<file path="config.mk">
export PLATFORM = sky130hd
export DESIGN_NAME = store_commit_buffer
export DESIGN_NICKNAME = d
export VERILOG_FILES = /design/src/rtl/store_commit_buffer.sv
export SDC_FILE = /design/constraint.sdc
export NUM_CORES = 1
export LEC_CHECK = 0
export CAP_MARGIN = 0
export CORE_AREA = 3 3 129 224
export DETAILED_ROUTE_END_ITERATION = 12
export DIE_AREA = 0 0 132 227
export PLACE_DENSITY = 0.67
export SYNTH_ARGS = -nofsm -noshare
export SYNTH_HDL_FRONTEND = slang
export SYNTH_SLANG_ARGS = --single-unit
</file>
<file path="constraint.sdc">
create_clock -name clk -period 6.8 [get_ports clk]
set_clock_uncertainty 0.2 [all_clocks]
set_input_delay 1.7 -clock clk [delete_from_list [all_inputs] [get_ports clk]]
set_output_delay 1.7 -clock clk [all_outputs]
set_load 0.01 [all_outputs]
</file>
<file path="src/rtl/store_commit_buffer.sv">
// In-order store buffer between MEM and the data cache: stores are pushed speculatively,
// committed in order by writeback, dropped on flush if uncommitted, and drained one per handshake.
module store_commit_buffer #(
    parameter int DEPTH  = 4,
    parameter int ADDR_W = 32,
    parameter int DATA_W = 32
) (
    input  logic                  clk,
    input  logic                  rst_n,
    input  logic                  push_valid_i,
    input  logic [ADDR_W-1:0]     push_addr_i,
    input  logic [DATA_W-1:0]     push_data_i,
    input  logic [DATA_W/8-1:0]   push_wstrb_i,
    input  logic                  push_uncached_i,
    output logic                  full_o,
    output logic                  empty_o,
    input  logic                  commit_i,
    input  logic                  flush_i,
    output logic                  wr_req_o,
    output logic [ADDR_W-1:0]     wr_addr_o,
    output logic [DATA_W-1:0]     wr_data_o,
    output logic [DATA_W/8-1:0]   wr_wstrb_o,
    output logic                  wr_uncached_o,
    input  logic                  wr_ready_i,
    input  logic [ADDR_W-1:0]     ld_addr_i,
    output logic                  ld_hit_o
);
    localparam int PW = $clog2(DEPTH);
    localparam int CW = PW + 1;
    localparam int SW = DATA_W / 8;
    localparam logic [PW-1:0] P_ONE = PW'(1);
    localparam logic [CW-1:0] C_ONE = CW'(1);
    localparam logic [CW-1:0] C_DEPTH = CW'(DEPTH);

    logic [ADDR_W-1:0] addr_q  [DEPTH];
    logic [DATA_W-1:0] data_q  [DEPTH];
    logic [SW-1:0]     wstrb_q [DEPTH];
    logic              unc_q   [DEPTH];

    logic [PW-1:0] head_q, head_d, cmt_q, cmt_d, tail_q, tail_d;
    logic [CW-1:0] cnt_all_q, cnt_all_d, cnt_cmt_q, cnt_cmt_d;
    logic          push_s, commit_s, drain_s, ld_hit_s;

    // Slot idx is live when its distance from head is below the occupancy count.
    function automatic logic in_window(input logic [PW-1:0] idx, input logic [PW-1:0] head,
                                       input logic [CW-1:0] cnt);
        logic [PW-1:0] off;
        off = idx - head;
        return ({1'b0, off} < cnt);
    endfunction

    assign full_o        = (cnt_all_q == C_DEPTH);
    assign empty_o       = (cnt_all_q == {CW{1'b0}});
    assign wr_req_o      = (cnt_cmt_q != {CW{1'b0}});
    assign wr_addr_o     = addr_q[head_q];
    assign wr_data_o     = data_q[head_q];
    assign wr_wstrb_o    = wstrb_q[head_q];
    assign wr_uncached_o = unc_q[head_q];
    assign ld_hit_o      = ld_hit_s;

    assign push_s   = push_valid_i & ~full_o & ~flush_i;
    assign commit_s = commit_i & (cnt_cmt_q < cnt_all_q);
    assign drain_s  = wr_req_o & wr_ready_i;

    // Next-state pointers/counters; drain, then commit, then flush take effect on one edge.
    always_comb begin
        head_d    = drain_s  ? head_q + P_ONE : head_q;
        cmt_d     = commit_s ? cmt_q + P_ONE  : cmt_q;
        tail_d    = tail_q;
        cnt_all_d = cnt_all_q;
        cnt_cmt_d = cnt_cmt_q;
        case ({commit_s, drain_s})
            2'b10:   cnt_cmt_d = cnt_cmt_q + C_ONE;
            2'b01:   cnt_cmt_d = cnt_cmt_q - C_ONE;
            default: cnt_cmt_d = cnt_cmt_q;
        endcase
        if (flush_i) begin
            tail_d    = cmt_d;
            cnt_all_d = cnt_cmt_d;
        end else begin
            tail_d = push_s ? tail_q + P_ONE : tail_q;
            case ({push_s, drain_s})
                2'b10:   cnt_all_d = cnt_all_q + C_ONE;
                2'b01:   cnt_all_d = cnt_all_q - C_ONE;
                default: cnt_all_d = cnt_all_q;
            endcase
        end
    end

    // Word-granular address match against every live entry, committed or not.
    always_comb begin
        ld_hit_s = 1'b0;
        for (int i = 0; i < DEPTH; i++) begin
            if (in_window(PW'(i), head_q, cnt_all_q) &&
                ((addr_q[i] >> 2) == (ld_addr_i >> 2))) begin
                ld_hit_s = 1'b1;
            end else begin
                ld_hit_s = ld_hit_s;
            end
        end
    end

    // Pointer and counter state.
    always_ff @(posedge clk or negedge rst_n) begin
        if (!rst_n) begin
            head_q    <= {PW{1'b0}};
            cmt_q     <= {PW{1'b0}};
            tail_q    <= {PW{1'b0}};
            cnt_all_q <= {CW{1'b0}};
            cnt_cmt_q <= {CW{1'b0}};
        end else begin
            head_q    <= head_d;
            cmt_q     <= cmt_d;
            tail_q    <= tail_d;
            cnt_all_q <= cnt_all_d;
            cnt_cmt_q <= cnt_cmt_d;
        end
    end

    // Entry payload; contents of free slots are never observed, so no reset is needed.
    always_ff @(posedge clk) begin
        if (push_s) begin
            addr_q[tail_q]  <= push_addr_i;
            data_q[tail_q]  <= push_data_i;
            wstrb_q[tail_q] <= push_wstrb_i;
            unc_q[tail_q]   <= push_uncached_i;
        end
    end
endmodule

</file>
==> results.md, run 1 <==
- Result of the run: finished clean
- Total wire length after detailed routing: 28400 um
- Buffer depth of the longest clock path: 3
- Filler Cell Count: 2165
- Number of storage elements in the synthesis netlist: approximately 290
- Post-detail-place hpwl: about 19000 um
- Post-synthesis sequential area ratio: 70.5%
- Max-slew violation count: 0
- Area enclosed by the die boundary: 30000 um2
- Number of buffers added to fix hold violations after cts: 0
- 1st-iter DRT viols: between 300 and 400
- CTS clock-pin slew for the worst setup and hold paths: 60 ps
- Slew margin rel.: 23.1%
- Pin count of the biggest net entering global routing: 70
- Max-cap violation count: 0
- Final hold viol count: 0
- Highest-count cells in the layout ignoring fill and taps: 276 x edfxtp_1, 177 x clkdlybuf4s50_1, 106 x xor2_1, 69 x mux4_2, 27 x clkbuf_16
- Mapped Nets: 739
- Data arrival, critical path: roughly 4300 ps
- Critical path's slowest cell: nor4_1
- List of cells traversed by the critical path: clkdlybuf4s50_1, xor2_1, nor4_1, nand4_1, nor4_1, or4_1, clkdlybuf4s50_1
- Total number of placement rows: 80
- Crit path launch type: input port
- Number of distinct library cells after synthesis: 37
- Final setup TNS: 0 ps
- Deepest level of the CTS H-tree: 1
- Post-detailed-route DRC marker count: 0
- Number of failing setup endpoints in the final timing report: 0
- Vias after detailed routing: 6356
- Pre-CTS setup slack: 559 ps
- Number of global-route vias before repair: 7195
- Clock period minus worst slack: 6210 ps
- Starting utilization of the core area: between 40% and 50%
- Number of iterations in the first detailed-routing pass: 4
- Global routing usage on met2: a little over a third
- Global-route wire length before repair: 42700 um
- Longest individual stage delay on the worst path: between 600 and 700 ps
- Gp weighted congestion: just under 0.9
- Setup repair after global routing missed its margin: no
- Detailed-route vias per instance: 5.31
- Tot Pwr: around 5700 uW
- Antenna violations before repair: 4
- Global-route track usage on met3: 4.42%
- Power Density: around 370 nW/um2
- Congestion Overflow GR: 0
- Clock sink count: 288
- I/O Buffers: 177
- Number of nets in the layout: 931
- WHS: 279 ps
- Worst Path Max Fanout: 4
- Total standard cell area after synthesis: 12200 um2
- Io pins: 180
- Endpoint type of the worst setup path: output pin
- Syn-to-layout area delta: 24.6%
- Global-route track usage on met1: 20.5%
- DIE HEIGHT: 227 um
- Req. time, crit path: 4900 ps
- Global routing usage summed across all routing layers: roughly a fifth
- # resized after CTS: 0
- Chip width: 132 um
- Fraction of final layout cells sized beyond drive strength 1: 14.9%
- Clock tree from TritonCTS: yes
- Antenna-violating nets left: 0
- Post-Synthesis Cells: 619
- Fin util: 55.5%
- Worst min path class: reg2reg
- CORE AREA: about 27000 um2
- Startpoint-to-endpoint class of the critical path: in2out
- Clock root buffer: clkbuf_16
- Layer with the highest usage after global routing: met2
- Synthesis warning total: 0
- Clock Latency Late Sink: 530 ps
- Share of the clock period used by the worst path after layout: slightly above 90%
- Fin worst setup slack: slightly below 600 ps
- Average wire per standard cell: 23.7 um
- Leakage dissipation: ~0.0050 uW
- IR drop worst, VDD: 0.294 mV
- Fmax: between 150 and 200 MHz
- Mean cell area of the mapped netlist: 19.7 um2
- Number of buffers added by the clock tree synthesis step: 27
- Commonest non-fill, non-tap cell in the layout: edfxtp_1
- Transition at the pin with the smallest max-transition slack: between 1000 and 1500 ps
- Postcts setup bufs: 0
state kept, by name, summed over array words and instances (netlist names):
name	count
cmt_q	2
wstrb_q	16
cnt_all_q	3
data_q	128
addr_q	128
head_q	2
cnt_cmt_q	3
tail_q	2
unc_q	4
area by class of cell:
class | count | area, um2 | share of cell area [%]
Sequential cell | 288 | 8600 | 56.6
Tap cell | 369 | 462 | 3.04
Inverter | 13 | 48.8 | 0.321
Timing Repair Buffer | 183 | 1820 | 12.0
Antenna cell | 2 | 5.00 | 0.0330
Multi-Input combinational cell | 298 | 3450 | 22.7
Clock inverter | 11 | 104 | 0.684
Clock buffer | 34 | 702 | 4.62
Yosys cell counts:
master       n  area (um2)
or3_4        1        11.3
nand3_1      5        25.0
and3_4       1        11.3
and2_4       1        8.76
mux2i_1      2        20.0
o21ai_1      2        10.0
inv_1       13        48.8
nor2b_1      1        6.26
o21a_1       1        7.51
buf_6        1        11.3
xor2_1     106         928
nor3_1       7        35.0
o21ai_0      2        10.0
o31ai_2      1        12.5
a21oi_1      7        35.0
nor3b_2      1        12.5
nor2_1       3        11.3
dfrtp_1     12         300
a21o_1       1        7.51
a2111oi_0    3        26.3
and2_1       4        25.0
xnor2_4      1        27.5
o211ai_1     1        7.51
edfxtp_1   276        8290
or4_1        1        7.51
fa_1         2        40.0
xnor2_1     24         210
nand2b_1     2        12.5
nand2_1      5        18.8
buf_2        9        45.0
buf_8        1        15.0
mux4_2      69        1550
nor4_1      23         144
nand4_1      8        50.1
clkbuf_1     9        33.8
mux2_2       2        22.5
ha_1        11         138
path summary, 6_finish.rpt:
check / slack, ps / depth (start not counted) / end / from
worst min register to register: 280 / 1 / cmt_q[1] / cmt_q[1]
worst max-delay path: 590 / 7 / ld_hit_o / ld_addr_i[18]
min in group asynchronous: 1320 / 1 / cnt_cmt_q[0] / rst_n
max in group asynchronous: 4670 / 1 / head_q[0] / rst_n
worst min-delay path: 280 / 1 / cmt_q[1] / cmt_q[1]
worst max register to register: 3650 / 5 / addr_q[0][14] / cnt_all_q[2]
worst max-delay path: cells and delay by family:
kind	cells	cell delay (ps)
buf+inv	2	1060
xor+xnor	1	200
simple gates	4	1350
logic make-up (layout without fill, tap and decap cells):
family | Yosys count | in the layout | share of synthesized area, %
AO/OA/AOI/OAI | 18 | 18 | 0.956
other | 0 | 2 | 0
AND/OR/NAND/NOR | 63 | 63 | 3.11
multiplexers | 73 | 73 | 13.1
adder cells (fa/ha/maj) | 13 | 13 | 1.46
buffers and inverters | 33 | 241 | 1.26
flip-flops | 288 | 288 | 70.5
XOR/XNOR | 131 | 131 | 9.58
metrics by stage:
| step | std cells | cell area (um2) |
|---|---|---|
| floorplan | 619 | 12200 |
| global placement | 1151 | 14400 |
| detailed placement | 1151 | 14400 |
| CTS | 1196 | 15200 |
| global route | 1197 | 15200 |
| finish | 1198 | 15200 |
power breakdown:
group          switching (uW)  internal, uW
clock network             601           799
logic                     896          1050
registers                 159          2180
routing by layer:
| layer | share of wire (%) | up-vias |
|---|---|---|
| li1 | - | 2848 |
| met5 | 0.081 | - |
| met2 | 55 | 224 |
| met1 | 34 | 3219 |
| met3 | 6.3 | 61 |
| met4 | 4.4 | 4 |
No activity file was read; power rests on OpenSTA's default activity.
==> run 2: changes to the inputs <==
- CORE_AREA: 3 3 129 224 -> 3 3 157 273
- DIE_AREA: 0 0 132 227 -> 0 0 160 276
- PLACE_DENSITY: 0.67 -> unset
- TNS_END_PERCENT: unset -> 1
==> results.md, run 2 (synthesis gave the netlist of run 1 again) <==
- Result of the run: finished clean
- Worst min path class: reg2reg
- Detailed-route vias per instance: 4.56
- Transition at the pin with the smallest max-transition slack: between 900 and 1000 ps
- Post-DP Area: 14600 um2
- Number of buffers added to fix hold violations after cts: 0
- Critical path buffers and inverters: 2
- Final hold viol count: 0
- Critical path's slowest cell: clkdlybuf4s50_1
- Startpoint of the worst setup timing path: ld_addr_i[14]
- Average wire per standard cell: 22.9 um
- Clock tree from TritonCTS: yes
- 1st-iter DRT viols: 358
- Slew margin rel.: between 30% and 40%
- Power share of the clock group: 27.6%
- Dominant cell type by count on the critical path: clkdlybuf4s50_1
- Clock root buffer: clkbuf_16
- Total number of placement rows: 98
- Number of nets in the layout: approximately 940
- Final setup TNS: 0 ps
- Biggest regs: addr_q: 128 flops, data_q: 128 flops, wstrb_q: 16 flops
- Leakage dissipation: a little over 0.005 uW
- Endpoint type of the worst setup path: output pin
- Postcts setup bufs: 0
- Starting utilization of the core area: 29.7%
- Non-Filler Cell Area, Final: 15600 um2
- Total wire length after detailed routing: 31800 um
- Reg-to-reg startpoint: cnt_all_q[2]
- I/O Buffers: between 150 and 200
- Commonest non-fill, non-tap cell in the layout: edfxtp_1
- Min-Delay Startpoint: cmt_q[1]
- Syn-to-layout area delta: 28.3%
- Pin count of the biggest net entering global routing: 59
- Fin worst setup slack: between 600 and 700 ps
- Clock period minus worst slack: slightly above 6000 ps
- Data arrival, critical path: 4260 ps
- Switching part of the total: 29.7%
- Power Density: 383 nW/um2
- CP delay by family, top: buffers and inverters
- Clock sink count: 288
- Logic gate share of total power: 33.0%
- CTS clock-pin slew for the worst setup and hold paths: 60 ps
- Post-detailed-route DRC marker count: 0
- # resized after CTS: 0
- Max-cap violation count: 0
- CORE AREA: between 40000 and 50000 um2
- Longest individual stage delay on the worst path: 590 ps
- Crit path launch type: input port
- Worst Path Max Fanout: 4
- Buffer depth of the longest clock path: 3
- Net Switching: 1780 uW
- Antenna violations before repair: 6
- Max-slew violation count: 0
- Share of the clock period used by the worst path after layout: 90.6%
- Deepest level of the CTS H-tree: 1
- Congestion Overflow GR: 0
- Vias after detailed routing: 6336
- Clock Latency Late Sink: 550 ps
- Number of failing setup endpoints in the final timing report: 0
- Part of the power in registers: 39.3%
- WHS: about 280 ps
- Startpoint-to-endpoint class of the critical path: in2out
- Number of iterations in the first detailed-routing pass: 4
- List of cells traversed by the critical path: clkdlybuf4s50_1, xor2_1, nor4_1, nand4_1, a2111oi_0, or4_1, clkdlybuf4s50_1
- Chip width: 160 um
- Io pins: 180
- Global routing usage summed across all routing layers: around 14%
- Number of global-route vias before repair: a little over 7000
- Filler Cell Count: 3864
- Global-route wire length before repair: 46700 um
- Register-to-Register Setup Slack: 3610 ps
- Internal cell power: 4200 uW
- Gp weighted congestion: 0.830
- Post-detail-place hpwl: 22200 um
- Number of buffers added by the clock tree synthesis step: 28
- Fmax: approximately 160 MHz
- Fin util: between 30% and 40%
- Highest-count cells in the layout ignoring fill and taps: 276 x edfxtp_1, 177 x clkdlybuf4s50_1, 106 x xor2_1, 69 x mux4_2, 29 x clkbuf_16
- DIE HEIGHT: 276 um
- Area enclosed by the die boundary: ~44000 um2
- Fraction of final layout cells sized beyond drive strength 1: roughly 17%
- Pre-CTS setup slack: 622 ps
- IR drop worst, VDD: 0.222 mV
- Req. time, crit path: 4900 ps
- Antenna-violating nets left: 0
- Setup repair after global routing missed its margin: no
run 2: cell types whose count changed in the layout (fill, tap and decap cells not counted), sizes merged:
cell and change:
buf +4, bufinv +3, clkbuf -4, clkinv +3, clkinvlp +5
run 2: layout make-up:
type	instances	area [um2]	area share, %
clock inverter	22	253	1.62
antenna	2	5.00	0.0320
tap	550	688	4.40
inverter	13	48.8	0.312
timing repair buffer	187	1860	11.9
multi-input combinational	298	3450	22.1
clock buffer	30	729	4.67
sequential	288	8600	55.0
run 2: power groups by stage:
stage	Sequential, uW	Clock [uW]	Combinational [uW]
after CTS	2360	1700	2040
after global placement	2390	0	2020
after global routing	2380	1770	2120
after detailed placement	2400	0	2020
final	2350	1650	1980
after floorplan	2280	0	1160
run 2: through the flow:
step / instances / total power [uW]
2_1_floorplan: 619 / 3440
3_3_place_gp: 1336 / 4410
3_5_place_dp: 1336 / 4420
4_1_cts: 1388 / 6100
5_1_grt: 1388 / 6270
6_report: 1390 / 5980
run 2: path summary, 6_finish.rpt:
path	to	cells after the start
worst max-delay path	ld_hit_o	7
worst min-delay path	cmt_q[1]	1
worst max register to register	data_q[1][5]	5
worst min register to register	cmt_q[1]	1
max in group asynchronous	head_q[0]	1
min in group asynchronous	head_q[1]	1
run 2: layer usage:
layer	vias to the layer above	global-route usage [%]	wire [um]
li1	2873	-	-
met1	3261	15.3	11400
met2	153	27.7	18100
met3	41	3.09	1660
met4	8	3.70	624
met5	-	0	51
run 2: worst register-to-register path: stages, from the launching register on:
cell and delay (ps):
dfrtp_1 470, nor3b_2 200, nand2b_1 370, nor2_1 320
and2_4 770, buf_4 500
